--- config.mk ---
export PLATFORM = sky130hd
export DESIGN_NAME = mdio_master_ctrl
export DESIGN_NICKNAME = d
export VERILOG_FILES = /design/src/rtl/mdio_defs.sv /design/src/rtl/mdio_clk_gen.sv /design/src/rtl/mdio_master_ctrl.sv
export SDC_FILE = /design/constraint.sdc
export NUM_CORES = 1
export LEC_CHECK = 0
export ABC_AREA = 1
export CORE_ASPECT_RATIO = 1.75
export CORE_UTILIZATION = 48
export CTS_CLUSTER_DIAMETER = 150
export DETAILED_ROUTE_END_ITERATION = 16
export PLACE_DENSITY = 0.86
export SLEW_MARGIN = 5
export SYNTH_ARGS = -nofsm -noshare
export SYNTH_HDL_FRONTEND = slang
export SYNTH_HIERARCHICAL = 1
export SYNTH_SLANG_ARGS = --single-unit
export TNS_END_PERCENT = 50
--- constraint.sdc ---
create_clock -name clk -period 1.8 [get_ports clk]
set_clock_uncertainty 0.1 [all_clocks]
set_input_delay 0.27 -clock clk [delete_from_list [all_inputs] [get_ports clk]]
set_output_delay 0.27 -clock clk [all_outputs]
set_load 0.02 [all_outputs]
--- src/rtl/mdio_defs.sv ---
// rtl/mdio_defs.sv - shared constants, frame field positions and FSM states for the MDIO master
package mdio_defs;

  // Clause-22 start and opcode values
  localparam logic [1:0] ST_C22 = 2'b01;
  localparam logic [1:0] OP_WR  = 2'b01;
  localparam logic [1:0] OP_RD  = 2'b10;

  // Transaction word field positions
  localparam int ST_MSB    = 31;
  localparam int ST_LSB    = 30;
  localparam int OP_MSB    = 29;
  localparam int OP_LSB    = 28;
  localparam int PHY_MSB   = 27;
  localparam int PHY_LSB   = 23;
  localparam int REG_MSB   = 22;
  localparam int REG_LSB   = 18;
  localparam int TA_MSB    = 17;
  localparam int TA_LSB    = 16;
  localparam int DATA_MSB  = 15;
  localparam int DATA_LSB  = 0;

  // Frame cell layout
  localparam int FRAME_LEN = 32;
  localparam int FRAME_MSB = 31;
  localparam int TA_CELL   = 14;  // first cell released on a read
  localparam int RD_CELL   = 16;  // first cell carrying PHY read data

  typedef enum logic [1:0] {
    S_IDLE     = 2'd0,
    S_PREAMBLE = 2'd1,
    S_FRAME    = 2'd2,
    S_DONE     = 2'd3
  } state_e;

endpackage

--- src/rtl/mdio_clk_gen.sv ---
// rtl/mdio_clk_gen.sv - MDC divider with rise/fall strobes marking the clk edge where MDC changes
module mdio_clk_gen #(
  parameter int HALF_PERIOD = 2
) (
  input  logic clk,
  input  logic reset,
  input  logic en,
  output logic mdc,
  output logic mdc_rise,
  output logic mdc_fall
);

  localparam int CW = $clog2(HALF_PERIOD) + 1;

  logic [CW-1:0] cnt_q, cnt_d;
  logic          mdc_q, mdc_d;
  logic          last;

  assign last     = (cnt_q == CW'(HALF_PERIOD - 1));
  // Strobes are high in the cycle whose closing edge toggles MDC
  assign mdc_rise = en & last & ~mdc_q;
  assign mdc_fall = en & last &  mdc_q;
  assign mdc      = mdc_q;

  // Count half-periods while enabled; park MDC low and restart the count when disabled
  always_comb begin
    cnt_d = cnt_q;
    mdc_d = mdc_q;
    if (!en) begin
      cnt_d = '0;
      mdc_d = 1'b0;
    end else if (last) begin
      cnt_d = '0;
      mdc_d = ~mdc_q;
    end else begin
      cnt_d = cnt_q + CW'(1);
    end
  end

  // Divider state registers
  always_ff @(posedge clk) begin
    if (reset) begin
      cnt_q <= '0;
      mdc_q <= 1'b0;
    end else begin
      cnt_q <= cnt_d;
      mdc_q <= mdc_d;
    end
  end

endmodule

--- src/rtl/mdio_master_ctrl.sv ---
// rtl/mdio_master_ctrl.sv - Clause-22 MDIO station-management sequencer (preamble, frame, read capture)
module mdio_master_ctrl #(
  parameter int HALF_PERIOD = 2,
  parameter int PRE_LEN     = 32
) (
  input  logic        clk,
  input  logic        reset,
  input  logic        t_valid,
  input  logic [31:0] t_data,
  output logic        t_ready,
  output logic        mdc,
  output logic        mdio_out,
  output logic        mdio_oe,
  input  logic        mdio_in,
  output logic [15:0] rd_data,
  output logic        done,
  output logic        err
);

  import mdio_defs::*;

  state_e      state_q, state_d;
  logic [31:0] word_q, word_d;
  logic        is_read_q, is_read_d;
  logic [5:0]  bit_cnt_q, bit_cnt_d;
  logic [15:0] shift_q, shift_d;
  logic        mdio_out_q, mdio_out_d;
  logic        mdio_oe_q, mdio_oe_d;
  logic [15:0] rd_data_q, rd_data_d;
  logic        t_ready_q, t_ready_d;
  logic        done_q, done_d;
  logic        err_q, err_d;

  logic        clk_en;
  logic        mdc_rise;
  logic        mdc_fall;
  logic [5:0]  nxt_cnt;
  logic [4:0]  frame_idx;
  logic        released;

  // MDC only runs while a preamble or frame is being shifted out
  assign clk_en = (state_q == S_PREAMBLE) || (state_q == S_FRAME);

  mdio_clk_gen #(
    .HALF_PERIOD(HALF_PERIOD)
  ) u_clk_gen (
    .clk      (clk),
    .reset    (reset),
    .en       (clk_en),
    .mdc      (mdc),
    .mdc_rise (mdc_rise),
    .mdc_fall (mdc_fall)
  );

  // Next-state: cells advance on MDC fall, read bits are captured on MDC rise
  always_comb begin
    state_d    = state_q;
    word_d     = word_q;
    is_read_d  = is_read_q;
    bit_cnt_d  = bit_cnt_q;
    shift_d    = shift_q;
    mdio_out_d = mdio_out_q;
    mdio_oe_d  = mdio_oe_q;
    rd_data_d  = rd_data_q;
    t_ready_d  = t_ready_q;
    done_d     = 1'b0;
    err_d      = 1'b0;
    nxt_cnt    = bit_cnt_q + 6'd1;
    frame_idx  = 5'(6'd31 - nxt_cnt);
    released   = is_read_q && (nxt_cnt >= 6'(TA_CELL));

    case (state_q)
      S_IDLE: begin
        if (t_valid && t_ready_q) begin
          if (t_data[ST_MSB:ST_LSB] == ST_C22) begin
            word_d     = t_data;
            is_read_d  = (t_data[OP_MSB:OP_LSB] == OP_RD);
            bit_cnt_d  = 6'd0;
            shift_d    = 16'h0000;
            mdio_out_d = 1'b1;
            mdio_oe_d  = 1'b1;
            t_ready_d  = 1'b0;
            state_d    = S_PREAMBLE;
          end else begin
            err_d = 1'b1;
          end
        end
      end

      S_PREAMBLE: begin
        if (mdc_fall) begin
          mdio_oe_d = 1'b1;
          if (bit_cnt_q == 6'(PRE_LEN - 1)) begin
            bit_cnt_d  = 6'd0;
            mdio_out_d = word_q[FRAME_MSB];
            state_d    = S_FRAME;
          end else begin
            bit_cnt_d  = nxt_cnt;
            mdio_out_d = 1'b1;
          end
        end
      end

      S_FRAME: begin
        if (mdc_rise && is_read_q && (bit_cnt_q >= 6'(RD_CELL))) begin
          shift_d = {shift_q[14:0], mdio_in};
        end
        if (mdc_fall) begin
          if (bit_cnt_q == 6'(FRAME_LEN - 1)) begin
            bit_cnt_d  = 6'd0;
            mdio_out_d = 1'b1;
            mdio_oe_d  = 1'b0;
            state_d    = S_DONE;
          end else begin
            bit_cnt_d  = nxt_cnt;
            // Released cells still drive a harmless 1 into the (disabled) pad driver
            mdio_out_d = released ? 1'b1 : word_q[frame_idx];
            mdio_oe_d  = ~released;
          end
        end
      end

      S_DONE: begin
        if (is_read_q) begin
          rd_data_d = shift_q;
        end
        done_d    = 1'b1;
        t_ready_d = 1'b1;
        state_d   = S_IDLE;
      end

      default: begin
        state_d = S_IDLE;
      end
    endcase
  end

  // Register FSM state, datapath and all outputs
  always_ff @(posedge clk) begin
    if (reset) begin
      state_q    <= S_IDLE;
      word_q     <= 32'h0000_0000;
      is_read_q  <= 1'b0;
      bit_cnt_q  <= 6'd0;
      shift_q    <= 16'h0000;
      mdio_out_q <= 1'b1;
      mdio_oe_q  <= 1'b0;
      rd_data_q  <= 16'h0000;
      t_ready_q  <= 1'b1;
      done_q     <= 1'b0;
      err_q      <= 1'b0;
    end else begin
      state_q    <= state_d;
      word_q     <= word_d;
      is_read_q  <= is_read_d;
      bit_cnt_q  <= bit_cnt_d;
      shift_q    <= shift_d;
      mdio_out_q <= mdio_out_d;
      mdio_oe_q  <= mdio_oe_d;
      rd_data_q  <= rd_data_d;
      t_ready_q  <= t_ready_d;
      done_q     <= done_d;
      err_q      <= err_d;
    end
  end

  assign t_ready  = t_ready_q;
  assign mdio_out = mdio_out_q;
  assign mdio_oe  = mdio_oe_q;
  assign rd_data  = rd_data_q;
  assign done     = done_q;
  assign err      = err_q;

endmodule
==> flow_metrics.tcl, run 1 <==
set metrics [dict create \
    multi_input_area_sq_um 1620 \
    vias 3378 \
    place_ws_ps -86.6 \
    postLayoutCellArea_sq_um 4680 \
    irDropWorstVdd_uv 713 \
    grt_overflow 0 \
    slowest_stage "clkdlybuf4s50_1" \
    grt_pass1_wl_mm 13.5 \
    rows 40 \
    clkLatencyLatePin_ps 350 \
    routed_wl_mm 8.16 \
    holdBufCountCts 0 \
    wire_per_inst_um 12.7 \
    dp_cells 619 \
    clock-sinks 81 \
    worst_slack_ps 53.2 \
    synthCells 478 \
    postRouteAntennaNets 0 \
    setup_tns_ps 0 \
    finalCritPeriodShare 0.970 \
    worstHoldPathCells 1 \
    cp_max_fo 4 \
    grtUsageTotal 0.231 \
    yosys_warnings 6 \
    status "complete, no violations" \
    cts_tree "yes" \
    layout_min_cycle_time_ps 1750 \
    dp_hpwl_mm 5.61 \
    netlist_area_sq_um 3490 \
    crit_path_cell_trace "clkdlybuf4s50_1" \
    internal_power_uw 3760 \
    timing.slew.headroom 0.704 \
    yosysUniqueCellTypes 28 \
    powerDensity_nw_per_um2 1180 \
    p_switching_uw 1750 \
    syn2layout_area_growth_pct 34.3 \
    start_util 0.501 \
    drtIter0Drc 190 \
    die_height_um 115 \
    dpl-instance-area_sq_um 4270 \
    pin_count 58 \
    root_buffer "clkbuf_16" \
    clkPwrFrac 0.330 \
    hold_viol_final 0 \
    core_area_sq_um 6960 \
    cap_violations 0 \
    slew_violations 0 \
    reg2reg_depth 10 \
    h-tree-depth 3 \
    antenna_cells 0 \
    cp_num_buf_inv 1 \
    die-width_um 66.4 \
    p_seq_frac 0.368 \
    grt_start_max_net_pins 36 \
    cts_buffers 9 \
    crit_required_ps 1430 \
    tightestPinTransition_ps 444 \
    final_core_util 0.673 \
    avgSynthCellArea_sq_um 7.30 \
    port_buffers 57 \
    clk_pin_slew_ps 60 \
    synthesis.nets 520 \
    clk_path_buf_depth 2 \
    crit_family "buffers and inverters" \
    hold_path.class "reg -> reg" \
    fmax_ghz 0.572 \
    arrival_ps 1380 \
    crit_path_end_kind "output pin" \
    rsz0062_at_grt "yes" \
    pwr-share-comb 0.301 \
    cp.depth 1 \
    dieArea_sq_um 7620 \
    critPathKind "reg -> out" \
    firstDrtPassIters 4 \
    leakagePower_uw 0.00180 \
    cp-start-kind "flip-flop" \
    gp_congestion 0.876 \
    slowest_delay_ps 630 \
    antenna_found_initial 0 \
    drcViolationCount 0 \
    regArea_sq_um 1630 \
    final_cells 641 \
    ys_seq_elements 81 \
    avgViaCountPerCell 5.27 \
    nNetsFinal 594 \
    num-fill-cells 584 \
    switching_share 0.317 \
    ys_seq_area_frac 0.465 \
    grt_pass1_vias 3229 \
    drive_gt1_frac 0.147 \
    finalSetupViolCount 0 \
]
## worst paths after layout
kind	startpoint	endpoint	slack [ps]
max	u_clk_gen/mdc$_SDFFE_PP0N_	mdc	50
max reg2reg	state_q[0]$_SDFFE_PP0P_	shift_q[7]$_SDFFE_PP0P_	50
min reg2reg	u_clk_gen/cnt_q[0]$_SDFF_PP0_	u_clk_gen/cnt_q[0]$_SDFF_PP0_	320
min	u_clk_gen/cnt_q[0]$_SDFF_PP0_	u_clk_gen/cnt_q[0]$_SDFF_PP0_	320
## per-stage QoR
step | hold WS [ps] | power (uW)
2_1_floorplan | 296 | 2950
6_report | 323 | 5510
5_1_grt | 355 | 5780
4_1_cts | 323 | 5280
3_3_place_gp | 304 | 3410
3_5_place_dp | 315 | 3460
## state kept, by name, summed over array words and instances, names as in the netlist
| register | count |
|---|---|
| bit_cnt_q | 6 |
| done | 1 |
| err | 1 |
| is_read_q | 1 |
| mdio_oe | 1 |
| mdio_out | 1 |
| rd_data | 16 |
| shift_q | 16 |
| state_q | 2 |
| t_ready | 1 |
| u_clk_gen/cnt_q | 2 |
| u_clk_gen/mdc | 1 |
| word_q | 32 |
## synthesized netlist by cell type
cell,n,area [sq um]
inv_2,4,15.0
nand4_1,2,12.5
nand3_4,1,17.5
nor2_4,2,22.5
nor3_4,1,16.3
nor3_2,1,10.0
o21ai_0,59,295
o21ai_2,1,8.76
buf_4,1,7.51
clkbuf_1,12,45.0
nand3_2,2,20.0
nand2_1,58,218
inv_1,39,146
buf_2,10,50.1
clkinv_1,1,3.75
nand3_1,47,235
or2_2,1,6.26
nand2_2,4,25.0
buf_6,1,11.3
a21oi_1,45,225
dfxtp_1,81,1620
a22oi_1,1,7.51
nor2_2,4,25.0
o211ai_1,2,15.0
a21oi_2,1,8.76
nor2_1,90,338
ha_1,6,75.1
o21ai_1,1,5.00
## power groups by stage
stage | Combinational [uW] | Clock (uW) | Sequential [uW]
floorplan | 890 | 0 | 2060
CTS | 1440 | 1830 | 2010
global placement | 1370 | 0 | 2050
detailed placement | 1410 | 0 | 2050
global route | 1810 | 1920 | 2040
finish | 1660 | 1820 | 2030
## layout make-up
| class | count | area share |
|---|---|---|
| Sequential cell | 81 | 0.348 |
| Inverter | 44 | 0.0377 |
| Tap cell | 84 | 0.0224 |
| Timing Repair inverter | 2 | 0.00294 |
| Clock buffer | 11 | 0.0518 |
| Multi-Input combinational cell | 329 | 0.346 |
| Clock inverter | 5 | 0.0118 |
| Timing Repair Buffer | 85 | 0.179 |
## placed cells by master (no fill, tap or decap), types with 7 or more instances in the layout
cell             Yosys  final
clkbuf_16            0     10
o21ai_0             59     58
dfxtp_1             81     77
inv_1               39     35
clkdlybuf4s50_1      0     57
inv_2                4      7
nor2_1              90     89
nand2_1             58     55
nand2_2              4      7
nand3_1             47     47
a21oi_1             45     45
buf_4                1     23
## metal layers
| metal | track usage | wire [um] |
|---|---|---|
| met5 | 0 | 0 |
| met1 | 0.231 | 2910 |
| met4 | 0.140 | 343 |
| met3 | 0.0516 | 375 |
| met2 | 0.421 | 4530 |
## cells by family after synthesis
group	Yosys count	share of synthesized area
AND/OR/NAND/NOR	213	0.271
flip-flops	81	0.465
adder cells (fa/ha/maj)	6	0.0215
AO/OA/AOI/OAI	110	0.162
buffers and inverters	68	0.0800
## timing repair
item | in CTS | in global routing
buffers inserted | 0 | 3
setup endpoints to repair | 17 | 25
cloned | 0 | 3
resized for setup | 3 | 20
No activity file was read; power rests on OpenSTA's default activity.
==> run 2, diff against run 1 <==
--- a/config.mk
+++ b/config.mk
@@ -7,10 +7,10 @@
 export LEC_CHECK = 0
 export ABC_AREA = 1
 export CORE_ASPECT_RATIO = 1.75
-export CORE_UTILIZATION = 48
+export CORE_UTILIZATION = 51
 export CTS_CLUSTER_DIAMETER = 150
 export DETAILED_ROUTE_END_ITERATION = 16
-export PLACE_DENSITY = 0.86
+export PLACE_DENSITY = 0.87
 export SLEW_MARGIN = 5
 export SYNTH_ARGS = -nofsm -noshare
 export SYNTH_HDL_FRONTEND = slang
==> constraint.sdc (replaced) <==
create_clock -name clk -period 2.2 [get_ports clk]
set_clock_uncertainty 0.1 [all_clocks]
set_input_delay 0.33 -clock clk [delete_from_list [all_inputs] [get_ports clk]]
set_output_delay 0.33 -clock clk [all_outputs]
set_load 0.02 [all_outputs]
==> run 2 against run 1 <==
Net effect: final cell count shrank 3.4%; setup slack gained 120 ps; non-clock buffer count shrank 18; die area shrank 5.7%; via count shrank 2.3%; critical path type is now reg -> reg; critical endpoint is now shift_q[12]$_SDFFE_PP0P_; highest routed layer unchanged.
==> flow_metrics.tcl, run 2 (synthesis gave the netlist of run 1 again) <==
set metrics [dict create \
    grt_overflow 0 \
    timing.slew.headroom 0.703 \
    clk_path_buf_depth 2 \
    final_core_util 0.680 \
    rsz0062_at_grt "no" \
    worst_slack_ps 176 \
    cp_max_fo 16 \
    dieArea_sq_um 7180 \
    cts_tree "yes" \
    die-width_um 64.5 \
    holdBufCountCts 0 \
    vias 3300 \
    crit_path_end_kind "flip-flop" \
    grtUsageTotal 0.240 \
    leakagePower_uw 0.00172 \
    drtIter0Drc 277 \
    hold_path.class "reg -> reg" \
    tightestPinTransition_ps 446 \
    avgViaCountPerCell 5.33 \
    powerDensity_nw_per_um2 1000 \
    core_area_sq_um 6590 \
    h-tree-depth 3 \
    arrival_ps 2180 \
    die_height_um 111 \
    grt_pass1_vias 3170 \
    largest_register "word_q" \
    routed_wl_mm 7.87 \
    clk_pin_slew_ps 50 \
    crit_path_cell_trace "inv_1 > ha_1 > inv_1 > nor3_2 > o211ai_1 > nand2_1 > nand3_4 > inv_2 > nand3_1 > a21oi_1" \
    dp_hpwl_mm 5.60 \
    fmax_ghz 0.494 \
    gp_congestion 0.881 \
    hold_viol_final 0 \
    critPathMostFrequentCell "inv_1" \
    critPathKind "reg -> reg" \
    finalCritPeriodShare 0.920 \
    cp-start-kind "flip-flop" \
    nNetsFinal 574 \
    drcViolationCount 0 \
    status "complete, no violations" \
    rows 39 \
    postCtsSetupBuffers 0 \
    clkLatencyLatePin_ps 340 \
    crit_required_ps 2350 \
    cts.repair.resized 0 \
    met2_usage 0.450 \
    finalSetupViolCount 0 \
    multi_input_area_sq_um 1590 \
    start_util 0.529 \
    drive_gt1_frac 0.0857 \
    place_ws_ps 157 \
    slowest_delay_ps 360 \
    slowest_stage "dfxtp_1" \
    cts_buffers 9 \
    firstDrtPassIters 5 \
    slew_violations 0 \
    wire_per_inst_um 12.7 \
    largest_reg_flops 32 \
    top_usage_layer "met2" \
    irDropWorstVdd_uv 614 \
    port_buffers 57 \
    layout_min_cycle_time_ps 2020 \
    setup_tns_ps 0 \
    met3_usage 0.0645 \
    met1_usage 0.221 \
    postRouteAntennaNets 0 \
    grt_start_max_net_pins 52 \
    mostFrequentLayoutCell "nor2_1" \
    antenna_found_initial 0 \
    mostFrequentLayoutCells "nor2_1, dfxtp_1, o21ai_0" \
    num-fill-cells 544 \
    pin_count 58 \
    root_buffer "clkbuf_16" \
    grt_pass1_wl_mm 13.4 \
    syn2layout_area_growth_pct 28.5 \
    antenna_cells 0 \
    clock-sinks 81 \
    regArea_sq_um 1620 \
    cap_violations 0 \
]
## run 2: cell types whose count changed in the layout (fill, tap and decap cells not counted), sizes merged
cell      before  now
buf           27   10
bufinv         1    4
clkinvlp       4    1
clkbuf        12   11
clkinv         2    1
inv           44   43
## run 2: layout make-up
type / count / share of cell area
Tap cell: 82 / 0.0229
Clock inverter: 5 / 0.0285
Inverter: 44 / 0.0369
Sequential cell: 81 / 0.362
Multi-Input combinational cell: 329 / 0.354
Timing Repair Buffer: 67 / 0.144
Clock buffer: 11 / 0.0519
## run 2: where the power goes
| part | internal (uW) | leakage, uW | switching, uW |
|---|---|---|---|
| sequential | 1590 | 0.000656 | 69.3 |
| combinational | 375 | 0.000889 | 667 |
| clock | 1220 | 0.000170 | 568 |
| total | 3180 | 0.00172 | 1300 |
## run 2: metrics by stage
step           hold slack [ps]  cell area [sq um]  instances  power [uW]
6_report                   323               4480        619        4490
5_1_grt                    349               4480        619        4710
4_1_cts                    321               4480        619        4500
3_5_place_dp               313               4120        603        2710
3_3_place_gp               304               4120        603        2670
2_1_floorplan              296               3490        478        2420
## run 2: worst paths after layout
kind / start / endpoint / slack, ps / cells past startpoint
hold / removal: u_clk_gen/cnt_q[0]$_SDFF_PP0_ / u_clk_gen/cnt_q[0]$_SDFF_PP0_ / 320 / 1
setup / recovery: state_q[0]$_SDFFE_PP0P_ / shift_q[12]$_SDFFE_PP0P_ / 180 / 10
setup reg to reg: state_q[0]$_SDFFE_PP0P_ / shift_q[12]$_SDFFE_PP0P_ / 180 / 10
hold reg to reg: u_clk_gen/cnt_q[0]$_SDFF_PP0_ / u_clk_gen/cnt_q[0]$_SDFF_PP0_ / 320 / 1
## run 2: worst max-delay path: cells and delay by family, from the launching register on
family / cells / cell delay (ps)
simple gates: 4 / 480
buf+inv: 3 / 380
flops: 1 / 360
fa+ha+maj: 1 / 320
compound gates: 2 / 290
## run 2: per-layer routing
metal	up-vias	share of wire
met5	-	0
met4	0	0.034
met3	21	0.045
met2	125	0.57
met1	1492	0.36
li1	1662	-
==> run 3, diff against run 2 <==
--- a/config.mk
+++ b/config.mk
@@ -6,7 +6,7 @@
 export NUM_CORES = 1
 export LEC_CHECK = 0
 export ABC_AREA = 1
-export CORE_ASPECT_RATIO = 1.75
+export CORE_ASPECT_RATIO = 1.1
 export CORE_UTILIZATION = 51
 export CTS_CLUSTER_DIAMETER = 150
 export DETAILED_ROUTE_END_ITERATION = 16
==> run 3 against run 2 <==
Net effect: via count fell by 2.8%; critical path type unchanged; flip-flop and latch count did not move; critical path depth unchanged; sequential share of layout area rose by 1.0 points; largest power group is now sequential cells; routed wire length is 5.7% lower.
==> flow_metrics.tcl, run 3 (synthesis gave the netlist of run 1 again) <==
set metrics [dict create \
    routed_wl_mm 7.43 \
    grtUsageTotal 0.232 \
    finalCritPeriodShare 0.897 \
    dp_cells 603 \
    p_switching_uw 1280 \
    largest_register "word_q" \
    holdBufCountCts 0 \
    grt_pass1_wl_mm 12.8 \
    hold_start "u_clk_gen/cnt_q[0]$_SDFF_PP0_" \
    core_area_sq_um 6590 \
    root_buffer "clkbuf_8" \
    crit_required_ps 2380 \
    layout_min_cycle_time_ps 1970 \
    finalSetupViolCount 0 \
    pwr-share-comb 0.264 \
    cts.repair.resized 0 \
    cp-start-kind "flip-flop" \
    largest_reg_flops 32 \
    critPathKind "reg -> reg" \
    cp_max_fo 16 \
    die_height_um 88.7 \
    p_seq_frac 0.426 \
    critPathLaunch "state_q[0]$_SDFFE_PP0P_" \
    postLayoutCellArea_sq_um 4360 \
    antenna_found_initial 0 \
    cts_tree "yes" \
    powerDensity_nw_per_um2 889 \
    grt_pass1_vias 2970 \
    nNetsFinal 574 \
    tightestPinTransition_ps 477 \
    gp_congestion 0.877 \
    clkPwrFrac 0.310 \
    wire_per_inst_um 12.0 \
    dieArea_sq_um 7170 \
    drcViolationCount 0 \
    arrival_ps 2150 \
    vias 3209 \
    start_util 0.529 \
    firstDrtPassIters 5 \
    hold_path.class "reg -> reg" \
    rsz0062_at_grt "no" \
    clk_path_buf_depth 2 \
    antenna_cells 0 \
    drtIter0Drc 148 \
    final_core_util 0.661 \
    postRouteAntennaNets 0 \
    status "complete, no violations" \
    rr_startpoint "state_q[0]$_SDFFE_PP0P_" \
    whs_ps 330 \
    die-width_um 80.8 \
    slew_violations 0 \
    dpl-instance-area_sq_um 4130 \
    rows 31 \
    mostFrequentLayoutCell "nor2_1" \
    mostFrequentLayoutCells "nor2_1, dfxtp_1, o21ai_0" \
    syn2layout_area_growth_pct 25.0 \
    postCtsSetupBuffers 0 \
    cts_buffers 9 \
    timing.slew.headroom 0.682 \
    drive_gt1_frac 0.0894 \
    crit_path_end_kind "flip-flop" \
    clkLatencyLatePin_ps 360 \
    internal_power_uw 2600 \
    fmax_ghz 0.507 \
    leakagePower_uw 0.00166 \
    cap_violations 0 \
    dp_hpwl_mm 5.34 \
    grt_start_max_net_pins 52 \
    port_buffers 57 \
    final_cells 619 \
    h-tree-depth 3 \
    clock-sinks 81 \
    grt_overflow 0 \
    irDropWorstVdd_uv 445 \
    setup_tns_ps 0 \
    hold_viol_final 0 \
    clk_pin_slew_ps 80 \
    pin_count 58 \
    switching_share 0.329 \
    avgViaCountPerCell 5.18 \
]
run 3: power by group through the flow:
stage	Combinational, uW	Clock, uW	Sequential (uW)
final	1030	1200	1650
after floorplan	729	0	1690
after global placement	989	0	1680
after CTS	1020	1230	1650
after global routing	1150	1290	1670
after detailed placement	1020	0	1680
run 3: worst paths after layout:
check	endpoint	slack, ps	cells after the start
worst min register to register	u_clk_gen/cnt_q[0]$_SDFF_PP0_	330	1
worst max register to register	shift_q[7]$_SDFFE_PP0P_	230	10
worst max-delay path	shift_q[7]$_SDFFE_PP0P_	230	10
worst min-delay path	u_clk_gen/cnt_q[0]$_SDFF_PP0_	330	1
run 3: critical path, cell delays in order (launching register included):
cell	delay (ps)
dfxtp_1	380
inv_1	100
ha_1	400
inv_1	100
nor3_2	120
o211ai_1	100
nand2_1	110
nand3_4	70
clkinv_2	160
nand3_1	90
a21oi_1	160
run 3: area by class of cell:
cell class                      count  area, sq um
Inverter                           44          166
Fill cell                         579         2230
Multi-Input combinational cell    329         1590
Sequential cell                    81         1620
Clock inverter                      7          101
Tap cell                           82          103
Clock buffer                        9          124
Timing Repair Buffer               67          658
run 3: routing by layer:
metal,vias up,global-route usage,part of all wire
met1,1439,0.258,0.43
met3,22,0.0474,0.044
met4,0,0.133,0.028
met5,-,0,0
li1,1663,-,-
met2,85,0.410,0.50
run 3: metrics by stage:
step / power, uW / setup WS, ps
2_1_floorplan: 2420 / 417
6_report: 3880 / 228
3_3_place_gp: 2670 / 250
4_1_cts: 3900 / 194
5_1_grt: 4110 / 2.62
3_5_place_dp: 2700 / 211
